`src/rtl/ntt_core_cut_sequencer.sv`:
```
// Two-column radix-cut sequencer for the NTT core: issues per-column beat streams and waits for drain.
// Optional perf counters are built when NTT_CORE_CUT_SEQ_PERF_EN is defined.
module ntt_core_cut_sequencer #(
  parameter int RDX_S0   = 5,
  parameter int RDX_S1   = 6,
  parameter int PSI_LOG  = 3,
  parameter int POLY_MAX = 8,
  localparam int BEAT_NB = 1 << (RDX_S0 + RDX_S1 - 1 - PSI_LOG),
  localparam int POLY_W  = $clog2(POLY_MAX + 1),
  localparam int BEAT_W  = $clog2(BEAT_NB)
) (
  input  logic              clk,
  input  logic              s_rst,
  input  logic              cmd_vld,
  output logic              cmd_rdy,
  input  logic              cmd_dir,
  input  logic [POLY_W-1:0] cmd_poly_nb,
  output logic              seq_vld,
  input  logic              seq_rdy,
  output logic              seq_col,
  output logic [2:0]        seq_rdx_log,
  output logic              seq_ngc,
  output logic [POLY_W-1:0] seq_poly,
  output logic [BEAT_W-1:0] seq_beat,
  output logic              seq_col_last,
  output logic              seq_last,
  input  logic              col_done,
  output logic              batch_done,
  output logic              busy,
  output logic              err,
  output logic [31:0]       perf_stall_cnt,
  output logic [31:0]       perf_drain_cnt
);

  typedef enum logic [1:0] {S_IDLE, S_ISSUE, S_DRAIN, S_DONE} state_t;

  localparam logic [BEAT_W-1:0] BEAT_LAST = BEAT_W'(BEAT_NB - 1);
  localparam logic [POLY_W-1:0] POLY_ONE  = POLY_W'(1);

  state_t            state, state_nxt;
  logic [POLY_W-1:0] poly_nb_q;
  logic [POLY_W-1:0] poly_q;
  logic [BEAT_W-1:0] beat_q;
  logic              col_q;
  logic              second_q;
  logic              err_q;
  logic [POLY_W-1:0] poly_last;
  logic              col_last_w;

  assign poly_last  = poly_nb_q - POLY_ONE;
  assign col_last_w = (beat_q == BEAT_LAST) && (poly_q == poly_last);

  always_ff @(posedge clk) begin
    if (s_rst) state <= S_IDLE;
    else       state <= state_nxt;
  end

  always_comb begin
    state_nxt = state;
    case (state)
      S_IDLE:  if (cmd_vld) state_nxt = (cmd_poly_nb == '0) ? S_DONE : S_ISSUE;
      S_ISSUE: if (seq_rdy && col_last_w) state_nxt = S_DRAIN;
      S_DRAIN: if (col_done) state_nxt = second_q ? S_DONE : S_ISSUE;
      S_DONE:  state_nxt = S_IDLE;
      default: state_nxt = S_IDLE;
    endcase
  end

  // Beat counters run poly-inner / beat-outer; the wrap on the column's last beat is harmless since DRAIN clears them.
  always_ff @(posedge clk) begin
    if (s_rst) begin
      poly_nb_q <= '0;
      poly_q    <= '0;
      beat_q    <= '0;
      col_q     <= 1'b0;
      second_q  <= 1'b0;
      err_q     <= 1'b0;
    end else begin
      if (col_done && (state != S_DRAIN)) err_q <= 1'b1;
      case (state)
        S_IDLE: begin
          if (cmd_vld) begin
            poly_nb_q <= cmd_poly_nb;
            col_q     <= cmd_dir;
            second_q  <= 1'b0;
            poly_q    <= '0;
            beat_q    <= '0;
          end
        end
        S_ISSUE: begin
          if (seq_rdy) begin
            if (poly_q == poly_last) begin
              poly_q <= '0;
              beat_q <= beat_q + 1'b1;
            end else begin
              poly_q <= poly_q + 1'b1;
            end
          end
        end
        S_DRAIN: begin
          if (col_done && !second_q) begin
            col_q    <= ~col_q;
            second_q <= 1'b1;
            poly_q   <= '0;
            beat_q   <= '0;
          end
        end
        default: ;
      endcase
    end
  end

  // Column-derived fields are only meaningful while a beat is presented, so they read zero otherwise.
  always_comb begin
    cmd_rdy      = (state == S_IDLE);
    seq_vld      = (state == S_ISSUE);
    busy         = (state != S_IDLE);
    batch_done   = (state == S_DONE);
    err          = err_q;
    seq_col      = col_q;
    seq_poly     = poly_q;
    seq_beat     = beat_q;
    seq_rdx_log  = '0;
    seq_ngc      = 1'b0;
    seq_col_last = 1'b0;
    seq_last     = 1'b0;
    if (state == S_ISSUE) begin
      seq_rdx_log  = col_q ? 3'(RDX_S1) : 3'(RDX_S0);
      seq_ngc      = ~col_q;
      seq_col_last = col_last_w;
      seq_last     = col_last_w && second_q;
    end
  end

`ifdef NTT_CORE_CUT_SEQ_PERF_EN
  logic [31:0] stall_q;
  logic [31:0] drain_q;

  always_ff @(posedge clk) begin
    if (s_rst) begin
      stall_q <= '0;
      drain_q <= '0;
    end else if ((state == S_IDLE) && cmd_vld) begin
      stall_q <= '0;
      drain_q <= '0;
    end else begin
      if ((state == S_ISSUE) && !seq_rdy && (stall_q != '1)) stall_q <= stall_q + 1'b1;
      if ((state == S_DRAIN) && (drain_q != '1)) drain_q <= drain_q + 1'b1;
    end
  end

  assign perf_stall_cnt = stall_q;
  assign perf_drain_cnt = drain_q;
`else
  assign perf_stall_cnt = '0;
  assign perf_drain_cnt = '0;
`endif

endmodule

```
`config.mk`:
```
export PLATFORM = sky130hd
export DESIGN_NAME = ntt_core_cut_sequencer
export DESIGN_NICKNAME = d
export VERILOG_FILES = /design/src/rtl/ntt_core_cut_sequencer.sv
export SDC_FILE = /design/constraint.sdc
export NUM_CORES = 1
export LEC_CHECK = 0
export CAP_MARGIN = 25
export CORE_MARGIN = 4
export CORE_UTILIZATION = 63
export DETAILED_ROUTE_END_ITERATION = 8
export DONT_BUFFER_PORTS = 1
export GPL_TIMING_DRIVEN = 0
export HOLD_SLACK_MARGIN = 0.06
export PLACE_DENSITY = 0.81
export SLEW_MARGIN = 25
export SYNTH_ARGS = -nofsm -noshare
export SYNTH_HDL_FRONTEND = slang
export SYNTH_SLANG_ARGS = --single-unit
```
`constraint.sdc`:
```
create_clock -name clk -period 2.5 [get_ports clk]
set_input_delay 0.375 -clock clk [delete_from_list [all_inputs] [get_ports clk]]
set_output_delay 0.375 -clock clk [all_outputs]
set_load 0.1 [all_outputs]
```
; ---- After elaboration in Yosys (flattened, before gate mapping)
; Index checks and enable logic that the tools add are counted.
[word_totals]
regBits = 20
input_bits = 10
out_inout_bits = 87
word_cells = 66
[classes]
add_sub_neg = 3
n_eq_ne = 12
mux = 27
bitwise = 1
reduce_logical = 16
[ops]
columns = op, n
row1 = two-way mux 7 bit, 4
row2 = case mux 7 bit (3 select lines), 1
row3 = two-way mux 4 bit, 4
row4 = two-way mux 2 bit, 6
row5 = case mux 4 bit (3 select lines), 1
row6 = "!= test 2 bit, second input constant", 4
row7 = case mux 2 bit (4 select lines), 1
row8 = "adder 7 x 1 -> 7 bit, second input constant", 1
row9 = "equality test 7 bit, second input constant", 1
row10 = two-way mux 1 bit, 7
row11 = "!= test 2 x 1 -> 1 bit, second input constant", 3
row12 = AND reduction 3 bit, 2
row13 = logical AND 1 bit, 5
row14 = AND reduction 5 bit, 1
row15 = "adder 4 x 1 -> 4 bit, second input constant", 1
row16 = "equality test 2 bit, second input constant", 2
row17 = equality test 4 bit, 1
row18 = logical NOT 4 bit, 1
row19 = case mux 1 bit (2 select lines), 2
row20 = AND reduction 4 bit, 1
row21 = nonzero test 2 bit, 2
row22 = "subtractor 4 x 1 -> 4 bit, second input constant", 1
row23 = two-way mux 3 bit, 1
row24 = nonzero test 3 bit, 1
row25 = 5 further kinds, 5

; ---- Depth between registers and ports, before layout
; Gate-level depths: netlist of the first run.
[depth]
word_depth = 6
depth_mapped = 7
ltp_nobuf = 7

; ---- Worst setup path before layout of the first run
; Ideal clock, no wire load.
[synth_path]
kind = reg2out
start = reg poly_q[2] (netlist: seq_poly[2])
end = out seq_col_last
t_arrival_ns = 3.248
t_required_ns = 2.125
slack_ns = -1.123
stages_incl_launch_ff = 6
n_path_buf = 0
cell_sequence = dfxtp_1 -> xor3_1 -> nor3_4 -> and2_2 -> nand3_1 -> nor2_1
[synth_via]
elab_chain_cells = 3
[synth_rtl]
columns = element, line
row1 = from (decl), 42  ; logic [POLY_W-1:0] poly_q;
row2 = from (signal assigned), 96  ; poly_q <= poly_q + 1'b1;
row3 = equality test 4 bit, 51  ; assign col_last_w = (beat_q == BEAT_LAST) && (poly_q == poly_last);
row4 = logical AND 1 bit, 51
row5 = two-way mux 1 bit, 127  ; if (state == S_ISSUE) begin
row6 = to (decl), 25  ; output logic seq_col_last,
; Every way passes these cells.

; ---- Final worst setup path of the first run
[layout_path]
start = reg poly_nb_q[1]
end = out seq_col_last
[layout_via]
elab_chain_cells = 4
[layout_rtl]
columns = element, line
row1 = from (decl), 41  ; logic [POLY_W-1:0] poly_nb_q;
row2 = from (signal assigned), 83  ; poly_nb_q <= cmd_poly_nb;
row3 = subtractor 4 x 1 -> 4 bit, 50  ; assign poly_last = poly_nb_q - POLY_ONE;
row4 = equality test 4 bit, 51
row5 = logical AND 1 bit, 51
row6 = two-way mux 1 bit, 127
; Every way passes these cells.

==> results of run 1 <==
==> Yosys cell counts <==
cell type                  number
sky130_fd_sc_hd__xor3_1         1
sky130_fd_sc_hd__o22ai_2        1
sky130_fd_sc_hd__or3_1          5
sky130_fd_sc_hd__a21oi_1       14
sky130_fd_sc_hd__nor2b_1        1
sky130_fd_sc_hd__nand4_1        3
sky130_fd_sc_hd__a31oi_1        1
sky130_fd_sc_hd__nand2b_1       5
sky130_fd_sc_hd__inv_1          6
sky130_fd_sc_hd__xnor2_1        4
sky130_fd_sc_hd__and2_2         1
sky130_fd_sc_hd__o21ai_0        6
sky130_fd_sc_hd__nand3_1        6
sky130_fd_sc_hd__conb_1         1
sky130_fd_sc_hd__clkbuf_1       2
sky130_fd_sc_hd__a311oi_1       1
sky130_fd_sc_hd__mux2i_1        4
sky130_fd_sc_hd__buf_4         66
sky130_fd_sc_hd__and2_1         2
sky130_fd_sc_hd__and3_1         5
sky130_fd_sc_hd__xor2_1         4
sky130_fd_sc_hd__nor3_1         2
sky130_fd_sc_hd__nor3_4         1
sky130_fd_sc_hd__o31ai_1        1
sky130_fd_sc_hd__nand3b_1       1
sky130_fd_sc_hd__or2_2          3
sky130_fd_sc_hd__buf_6          1
sky130_fd_sc_hd__nor2_1        17
sky130_fd_sc_hd__nor4_1         1
sky130_fd_sc_hd__a31oi_2        1
sky130_fd_sc_hd__a221o_1        1
sky130_fd_sc_hd__dfxtp_1       20
sky130_fd_sc_hd__ha_1           3
sky130_fd_sc_hd__nand2_1        8
==> sequential cells by signal, indices dropped and copies added, names as in the netlist <==
| signal | cells |
|---|---|
| state | 2 |
| seq_poly | 4 |
| second_q | 1 |
| seq_col | 1 |
| seq_beat | 7 |
| poly_nb_q | 4 |
| err | 1 |
==> path summary, 6_finish.rpt <==
path	endpoint	slack, ns	depth (start not counted)
worst max-delay path	seq_col_last	-0.03	7
worst min-delay path	state[1]	0.22	2
worst max register to register	seq_beat[3]	0.51	8
worst min register to register	poly_nb_q[3]	0.53	2
==> cell families after synthesis <==
family	share of synthesized area
muxes	0.02516
other	0.002356
AOI/OAI and AO/OA	0.09906
xor gates and xnor gates	0.05896
adders and majority gates	0.02359
DFF	0.2516
buffers and inverters	0.3373
and+or+nand+nor	0.2021
==> layout make-up <==
cell class | count | area, um2 | area share
buffer | 68 | 510.5 | 0.2414
inverter | 6 | 26.28 | 0.01243
multi-input combinational | 167 | 972.2 | 0.4598
clock buffer | 4 | 26.28 | 0.01243
tap | 28 | 35.03 | 0.01657
sequential | 20 | 434.2 | 0.2053
timing repair buffer | 11 | 110.1 | 0.05207
==> worst max-delay path, delay by kind of cell, from the launching register on <==
family / cells / cell delay [ns]
and+or+nand+nor: 4 / 0.91
buffers and inverters: 1 / 0.05
adders and majority gates: 1 / 0.15
DFF: 1 / 0.36
xor gates and xnor gates: 1 / 0.38
==> report_power, final <==
part           internal, mW  switching (mW)  total, mW
sequential            0.330          0.0542      0.384
clock                0.0620          0.0964      0.158
combinational         0.164           0.713      0.877
==> per-stage QoR <==
stage,hold WS (ns),setup TNS [ns]
2_1_floorplan,0.4747,-0.2595
4_1_cts,0.2049,-0.2208
5_1_grt,0.2148,-0.2166
3_3_place_gp,0.5094,-0.5176
3_5_place_dp,0.5086,-0.5530
6_report,0.2189,-0.04811
==> metal layers <==
metal | vias up | routed length (um) | GRT usage
li1 | 690 | - | -
met1 | 674 | 1482 | 0.1997
met2 | 98 | 2342 | 0.3923
met3 | 22 | 454 | 0.06904
met4 | 0 | 158 | 0.06291
met5 | - | 0 | 0
==> repair_timing <==
item                                    in CTS  in global routing
cloned                                       0                  0
gates resized for setup                     24                  6
pin swaps                                    6                  4
endpoints found under the setup margin       5                  4
setup buffers                                5                  3
endpoints found under the hold margin        0                  0
==> flow_metrics.tcl, run 1 <==
set metrics [dict create \
    max-slew-margin-rel 0.3211 \
    timing.final.ws_setup_ns -0.02660 \
    htreeDepth 1 \
    postLayoutCellArea_um2 2115 \
    rsz0062_at_grt "yes" \
    antenna_cells_inserted 0 \
    layout.core_utilization 0.9205 \
    holdBufCountCts 0 \
    first_global_vias 1249 \
    final-hold-violation-count 0 \
    post-synth-top-area-fraction 0.3113 \
    timing.critical_path.cells "inv_2 -> ha_4 -> xor3_1 -> nor3_4 -> and2_4 -> nand3_4 -> nor2_4" \
    floorplan_die_area_um2 3394 \
    max_freq_ghz 0.3958 \
    post-layout-total-power_mw 1.419 \
    slowest_delay_ns 0.49 \
    report.final.setup_viol 2 \
    post-place-cells 290 \
    yosys_warnings 0 \
    ys_ff_latch 20 \
    worst_hold_startpoint "s_rst" \
    layout.cells.most_common "sky130_fd_sc_hd__buf_4" \
    post_dp_cell_area_um2 1882 \
    detail_route.drc_violations 0 \
    power.density_nw_per_um2 671.2 \
    layout.nets 290 \
    die_h_um 58.26 \
    starting_density_of_the_core 0.6928 \
    worstPathArrival_ns 2.15 \
    synthDistinctLibCells 34 \
    rows 17 \
    layout_fillers 100 \
    numCtsBuffers 3 \
    post_drt_wl_per_cell_um 14.60 \
    global_route.usage.total 0.2035 \
    avgSynthCellArea_um2 7.998 \
    dp_worst_slack_ns -0.4092 \
    min_period_ns 2.527 \
    timing_worst_setup_path_type "reg -> out" \
    route.vias.total 1484 \
    violations "negative setup slack" \
    fp.dieW_um 58.26 \
    clk-insertion-delay-late_ns 0.29 \
    area_delta_synth_final_pct 32.86 \
    grt_overflow 0 \
    ios 97 \
    final.setup_skew_ns 0.002204 \
    placer_congestion 0.7909 \
    route.antenna.remaining_nets 0 \
    seq_area_frac_synth 0.2516 \
    worst_hold_path_type "in -> reg" \
    ir_worst_vdd_uv 687.0 \
    dp.final_hpwl_um 2626 \
    share_of_layout_cells_above_drive_strength_1 0.4130 \
    floorplan.core_area_um2 2297 \
    grt_first_pass_wirelength_um 5416 \
    cts_tree "done" \
    final_max_slew_viol_count 0 \
    syn_inst 199 \
    clkSinkCount 20 \
    drv.max_cap_violation_count 0 \
    drt_first_iter_violations 82 \
    number_of_i_o_port_buffers 0 \
    crit_start "poly_nb_q[1]" \
    min_period_over_period 1.011 \
    crit-reg2reg-launch "poly_nb_q[1]" \
    synth.top_cells.by_area "sky130_fd_sc_hd__buf_4 (31%), sky130_fd_sc_hd__dfxtp_1 (25%), sky130_fd_sc_hd__a21oi_1 (4.4%)" \
    critPathLaunchType "flop" \
    cts.root.buffer_cell "sky130_fd_sc_hd__clkbuf_4" \
    pin_slew_with_the_least_headroom_to_its_limit_ns 1.017 \
    worst_setup_hold_path_clk_slew_ns 0.11 \
    crit_fanout 3 \
    final_cell_mix "sky130_fd_sc_hd__buf_4 (74), sky130_fd_sc_hd__conb_1 (64), sky130_fd_sc_hd__nor2_1 (15)" \
    postRouteWirelength_um 4437 \
    worst-endpoint-required_ns 2.12 \
    grt_max_degree 14 \
    grt_antenna_before_repair 0 \
    viasPerCell 4.882 \
    power.leakage_nw 1.088 \
    run_status "complete, but fails checks" \
    dr.pass1.iters 7 \
    cts.path.max_buffers 2 \
    worst_setup_path_end_kind "primary output" \
    worst_path_slowest_cell "sky130_fd_sc_hd__nor2_4" \
    synth_area_um2 1592 \
    netlist.top_cell.by_area "sky130_fd_sc_hd__buf_4" \
    final-instance-count-excl-fill 304 \
]
No activity file was read; power rests on OpenSTA's default activity.
==> inputs of run 2 (changes only) <==
- CELL_PAD_IN_SITES_DETAIL_PLACEMENT: unset -> 1
- CELL_PAD_IN_SITES_GLOBAL_PLACEMENT: unset -> 2
- CORE_UTILIZATION: 63 -> 34
- CTS_BUF_LIST: unset -> sky130_fd_sc_hd__clkbuf_4 sky130_fd_sc_hd__clkbuf_8
- PLACE_DENSITY: 0.81 -> 0.84
==> flow_metrics.tcl, run 2 (synthesized netlist as in run 1, its figures left out) <==
set metrics [dict create \
    run_status "complete, but fails checks" \
    violations "negative setup slack" \
    layout.cells.most_common "sky130_fd_sc_hd__buf_4" \
    final_max_slew_viol_count 0 \
    worst_setup_hold_path_clk_slew_ns 0.08 \
    worst_setup_path_end_kind "primary output" \
    fp.dieW_um 76.42 \
    number_of_i_o_port_buffers 0 \
    worstPathArrival_ns 2.16 \
    first_global_vias 1330 \
    post_drt_wl_per_cell_um 11.63 \
    viasPerCell 4.131 \
    share_of_layout_cells_above_drive_strength_1 0.4015 \
    power.density_nw_per_um2 747.7 \
    die_h_um 76.42 \
    starting_density_of_the_core 0.3581 \
    worst-endpoint-required_ns 2.12 \
    max_reg_flops 7 \
    dp.final_hpwl_um 3051 \
    timing.critical_path.cells "xor2_1 -> xnor2_2 -> and2_4 -> nand3_4 -> nor2_4" \
    critical_path_depth 5 \
    cts.path.max_buffers 2 \
    drv.max_cap_violation_count 0 \
    ios 97 \
    floorplan.core_area_um2 4444 \
    crit_fanout 4 \
    grt_overflow 0 \
    grt_max_degree 14 \
    critPathLaunchType "flop" \
    rsz0062_at_grt "yes" \
    timing.final.ws_setup_ns -0.03443 \
    placer_congestion 0.7047 \
    pin_slew_with_the_least_headroom_to_its_limit_ns 0.9626 \
    slowest_delay_ns 0.56 \
    area_delta_synth_final_pct 31.13 \
    clk-insertion-delay-late_ns 0.26 \
    final.setup_skew_ns 0.005026 \
    max-slew-margin-rel 0.3574 \
    clkSinkCount 20 \
    final.setup.tns_ns -0.04180 \
    power.leakage_nw 1.070 \
    min_period_over_period 1.014 \
    detail_route.drc_violations 0 \
    max_freq_ghz 0.3946 \
    worst-r2r-cell-count 9 \
    htreeDepth 1 \
    final_cell_mix "sky130_fd_sc_hd__buf_4 (70), sky130_fd_sc_hd__conb_1 (64), sky130_fd_sc_hd__nor2_1 (15)" \
    global_route.usage.total 0.1240 \
    dr.pass1.iters 4 \
    min_period_ns 2.534 \
    grt_antenna_before_repair 0 \
    drt_first_iter_violations 38 \
    grt_first_pass_wirelength_um 6030 \
    family_with_the_most_delay_on_the_worst_path "simple AND/OR/NAND/NOR gates" \
    numCtsBuffers 3 \
    floorplan_die_area_um2 5839 \
    timing_worst_setup_path_type "reg -> out" \
    layout.core_utilization 0.4696 \
    cts.root.buffer_cell "sky130_fd_sc_hd__clkbuf_8" \
    cts_tree "done" \
    postRouteWirelength_um 3732 \
    ir_worst_vdd_uv 277.0 \
    final-hold-violation-count 0 \
    critical_path_buf_inv_count 0 \
    report.final.setup_viol 2 \
    route.vias.total 1326 \
    worst_path_slowest_cell "sky130_fd_sc_hd__dfxtp_4" \
    layout.nets 283 \
    min_delay_path_depth 2 \
    rows 24 \
    route.antenna.remaining_nets 0 \
    antenna_cells_inserted 0 \
    worst_hold_path_type "in -> reg" \
]
## run 2: cell count changes in the layout (fill, tap and decap cells not counted), moves of 2 or more
cell / previous run / this run
sky130_fd_sc_hd__buf_4: 74 / 70
sky130_fd_sc_hd__clkbuf_4: 3 / 0
sky130_fd_sc_hd__buf_6: 3 / 1
sky130_fd_sc_hd__dfxtp_2: 6 / 9
sky130_fd_sc_hd__clkbuf_8: 0 / 3
sky130_fd_sc_hd__dfxtp_1: 7 / 5
## run 2: through the flow
step,setup WS (ns),power (mW),cell area [um2],std cells,hold WS [ns]
2_1_floorplan,-0.2595,1.178,1847,262,0.4747
3_3_place_gp,-0.3875,1.208,1912,314,0.5150
5_1_grt,-0.1241,1.624,2087,321,0.2462
6_report,-0.03443,1.560,2087,321,0.2500
3_5_place_dp,-0.3895,1.212,1912,314,0.5265
4_1_cts,-0.1083,1.560,2069,320,0.2469
## run 2: area by class of cell
cell class / count / area (um2)
Fill cell: 569 / 2357
Tap cell: 52 / 65.06
Clock buffer: 3 / 41.29
Multi-Input combinational cell: 167 / 949.7
Sequential cell: 20 / 434.2
Clock inverter: 1 / 30.03
Timing Repair Buffer: 4 / 30.03
Inverter: 6 / 26.28
Buffer: 68 / 510.5
## run 2: metal layers
layer / GRT usage / vias up / part of all wire
met5: 0 / - / 0
met4: 0.04348 / 0 / 0.015
met3: 0.04492 / 5 / 0.099
met2: 0.2127 / 65 / 0.48
met1: 0.1411 / 588 / 0.40
li1: - / 668 / -
## run 2: worst paths after layout
kind	startpoint	slack (ns)	end
hold reg to reg	poly_nb_q[3]	0.53	poly_nb_q[3]
setup / recovery	seq_poly[3]	-0.03	seq_col_last
hold / removal	col_done	0.25	err
setup reg to reg	poly_nb_q[1]	0.46	seq_beat[6]
## run 2: power by group
| group | switching, mW | internal, mW | leakage, nW |
|---|---|---|---|
| sequential | 0.0642 | 0.331 | 0.172 |
| combinational | 0.684 | 0.149 | 0.863 |
| clock | 0.118 | 0.214 | 0.0357 |
## run 2: worst reg2reg max path, cell delays in order (launching register included)
cell and delay (ns):
sky130_fd_sc_hd__dfxtp_2 0.34, sky130_fd_sc_hd__inv_2 0.05, sky130_fd_sc_hd__ha_4 0.15, sky130_fd_sc_hd__xor3_1 0.38, sky130_fd_sc_hd__nor3_4 0.15, sky130_fd_sc_hd__buf_4 0.13, sky130_fd_sc_hd__buf_4 0.11, sky130_fd_sc_hd__a31oi_2 0.16
sky130_fd_sc_hd__or3_1 0.35, sky130_fd_sc_hd__a21oi_1 0.15
## run 2: timing repair
item,in CTS,in global routing
buffers inserted,3,1
resized for setup,24,1
pin swaps,5,2
endpoints found under the setup margin,6,3
hold buffers,0,0
gates cloned,0,0
==> inputs of run 3 (changes only) <==
- clock period: 2.5 -> 2.6 ns (I/O delays scaled with it)
==> flow_metrics.tcl, run 3 (synthesized netlist as in run 1, its figures left out) <==
set metrics [dict create \
    run_status "finished clean" \
    dr.pass1.iters 4 \
    timing.critical_path.cells "ha_1 -> and3_1 -> and3_1 -> nand3_4 -> nor2_4" \
    grt_first_pass_wirelength_um 6382 \
    worst_setup_hold_path_clk_slew_ns 0.08 \
    floorplan_die_area_um2 5839 \
    ir_worst_vdd_uv 263.0 \
    worst-r2r-cell-count 8 \
    fp.dieW_um 76.42 \
    layout.nets 283 \
    timing_worst_setup_path_type "reg -> out" \
    route.antenna.remaining_nets 0 \
    switching_share 0.5544 \
    slowest_delay_ns 0.57 \
    post-layout-total-power_mw 1.499 \
    final.setup_skew_ns 0.01110 \
    family_with_the_most_delay_on_the_worst_path "simple AND/OR/NAND/NOR gates" \
    number_of_i_o_port_buffers 0 \
    worst-endpoint-required_ns 2.21 \
    max_reg_flops 7 \
    report.final.setup_viol 0 \
    grt_antenna_before_repair 0 \
    worst_setup_path_end_kind "primary output" \
    power_frac_clock 0.211 \
    critPathLaunchType "flop" \
    p_seq_frac 0.254 \
    clk-insertion-delay-late_ns 0.27 \
    power.leakage_nw 1.069 \
    max-slew-margin-rel 0.3540 \
    min_period_ns 2.541 \
    postRouteWirelength_um 3851 \
    critical_path_buf_inv_count 0 \
    first_global_vias 1366 \
    area_delta_synth_final_pct 31.13 \
    post_dp_cell_area_um2 1908 \
    die_h_um 76.42 \
    grt_overflow 0 \
    postLayoutCellArea_um2 2087 \
    layout.cells.most_common "sky130_fd_sc_hd__buf_4" \
    final_max_slew_viol_count 0 \
    p_int_uw 667.9 \
    worstPathArrival_ns 2.15 \
    min_delay_path_depth 2 \
    starting_density_of_the_core 0.3581 \
    min_period_over_period 0.9773 \
    global_route.usage.total 0.1289 \
    max_freq_ghz 0.3935 \
    worst_hold_path_type "in -> reg" \
    final-hold-violation-count 0 \
    layout.core_utilization 0.4696 \
    viasPerCell 4.153 \
    share_of_layout_cells_above_drive_strength_1 0.4015 \
    cts.root.buffer_cell "sky130_fd_sc_hd__clkbuf_8" \
    worst_path_slowest_cell "sky130_fd_sc_hd__dfxtp_4" \
    net-switching-power_uw 830.9 \
    detail_route.drc_violations 0 \
    power.density_nw_per_um2 718.2 \
    pin_slew_with_the_least_headroom_to_its_limit_ns 0.9677 \
    drv.max_cap_violation_count 0 \
    grt_max_degree 14 \
    numCtsBuffers 3 \
    ios 97 \
    critical_path_depth 5 \
    route.vias.total 1333 \
    comb_power_share 0.535 \
    floorplan.core_area_um2 4444 \
    cts.path.max_buffers 2 \
    post_drt_wl_per_cell_um 12.00 \
    clkSinkCount 20 \
    drt_first_iter_violations 39 \
    holdBufCountCts 0 \
    final_cell_mix "sky130_fd_sc_hd__buf_4 (70), sky130_fd_sc_hd__conb_1 (64), sky130_fd_sc_hd__nor2_1 (15)" \
    crit_fanout 6 \
    antenna_cells_inserted 0 \
    cts_tree "done" \
    path_common_cell "sky130_fd_sc_hd__and3_1" \
    rows 24 \
    placer_congestion 0.6864 \
    dp.final_hpwl_um 3041 \
    rsz0062_at_grt "yes" \
    htreeDepth 1 \
]
[run 3: cell counts in the layout (fill, tap and decap cells not counted)]
Identical to the previous run, type by type.
[run 3: final timing paths]
| check | startpoint | end | slack [ns] |
|---|---|---|---|
| worst max-delay path | seq_beat[0] | seq_col_last | 0.06 |
| worst min-delay path | col_done | err | 0.27 |
| worst max register to register | poly_nb_q[0] | seq_beat[3] | 0.61 |
| worst min register to register | poly_nb_q[3] | poly_nb_q[3] | 0.53 |
[run 3: layout make-up]
class	count	area [um2]
Clock buffer	3	41.29
Multi-Input combinational cell	167	949.7
Tap cell	52	65.06
Fill cell	573	2357
Timing Repair Buffer	4	30.03
Clock inverter	1	30.03
Sequential cell	20	434.2
Inverter	6	26.28
Buffer	68	510.5
[run 3: per-stage QoR]
step / setup WS (ns) / instances / TNS [ns] / hold slack [ns]
after floorplan: -0.2227 / 262 / -0.2227 / 0.4747
after global placement: -0.3664 / 314 / -0.4227 / 0.5119
after detailed placement: -0.3762 / 314 / -0.4459 / 0.5254
after CTS: -0.03470 / 321 / -0.03470 / 0.2611
after global routing: -0.03267 / 321 / -0.03267 / 0.2698
final: 0.05898 / 321 / 0 / 0.2654
[run 3: worst reg2reg max path, cell delays in order (launching register included)]
cell                      delay, ns
sky130_fd_sc_hd__dfxtp_2       0.35
sky130_fd_sc_hd__inv_2         0.05
sky130_fd_sc_hd__ha_4          0.15
sky130_fd_sc_hd__xor3_1        0.38
sky130_fd_sc_hd__nor3_4        0.16
sky130_fd_sc_hd__buf_4         0.16
sky130_fd_sc_hd__nand3_1       0.14
sky130_fd_sc_hd__or3_1         0.39
sky130_fd_sc_hd__a21oi_1       0.14
[run 3: repair_timing]
action,CTS,global route
setup buffers,4,0
pin swaps,5,2
gates resized for setup,26,1
setup endpoints to repair,5,2
[run 3: power groups by stage]
stage,Clock [mW],Sequential [mW],Combinational (mW)
5_1_grt,0.337,0.384,0.832
3_5_place_dp,0,0.391,0.775
3_3_place_gp,0,0.391,0.771
4_1_cts,0.324,0.381,0.794
2_1_floorplan,0,0.386,0.748
6_report,0.316,0.381,0.802
[run 3: layer usage]
| layer | wire [um] | global-route usage | part of all wire |
|---|---|---|---|
| met1 | 1631 | 0.1511 | 0.42 |
| met2 | 1834 | 0.2267 | 0.48 |
| met3 | 346 | 0.03664 | 0.090 |
| met4 | 39 | 0.03804 | 0.010 |
| met5 | 0 | 0 | 0 |
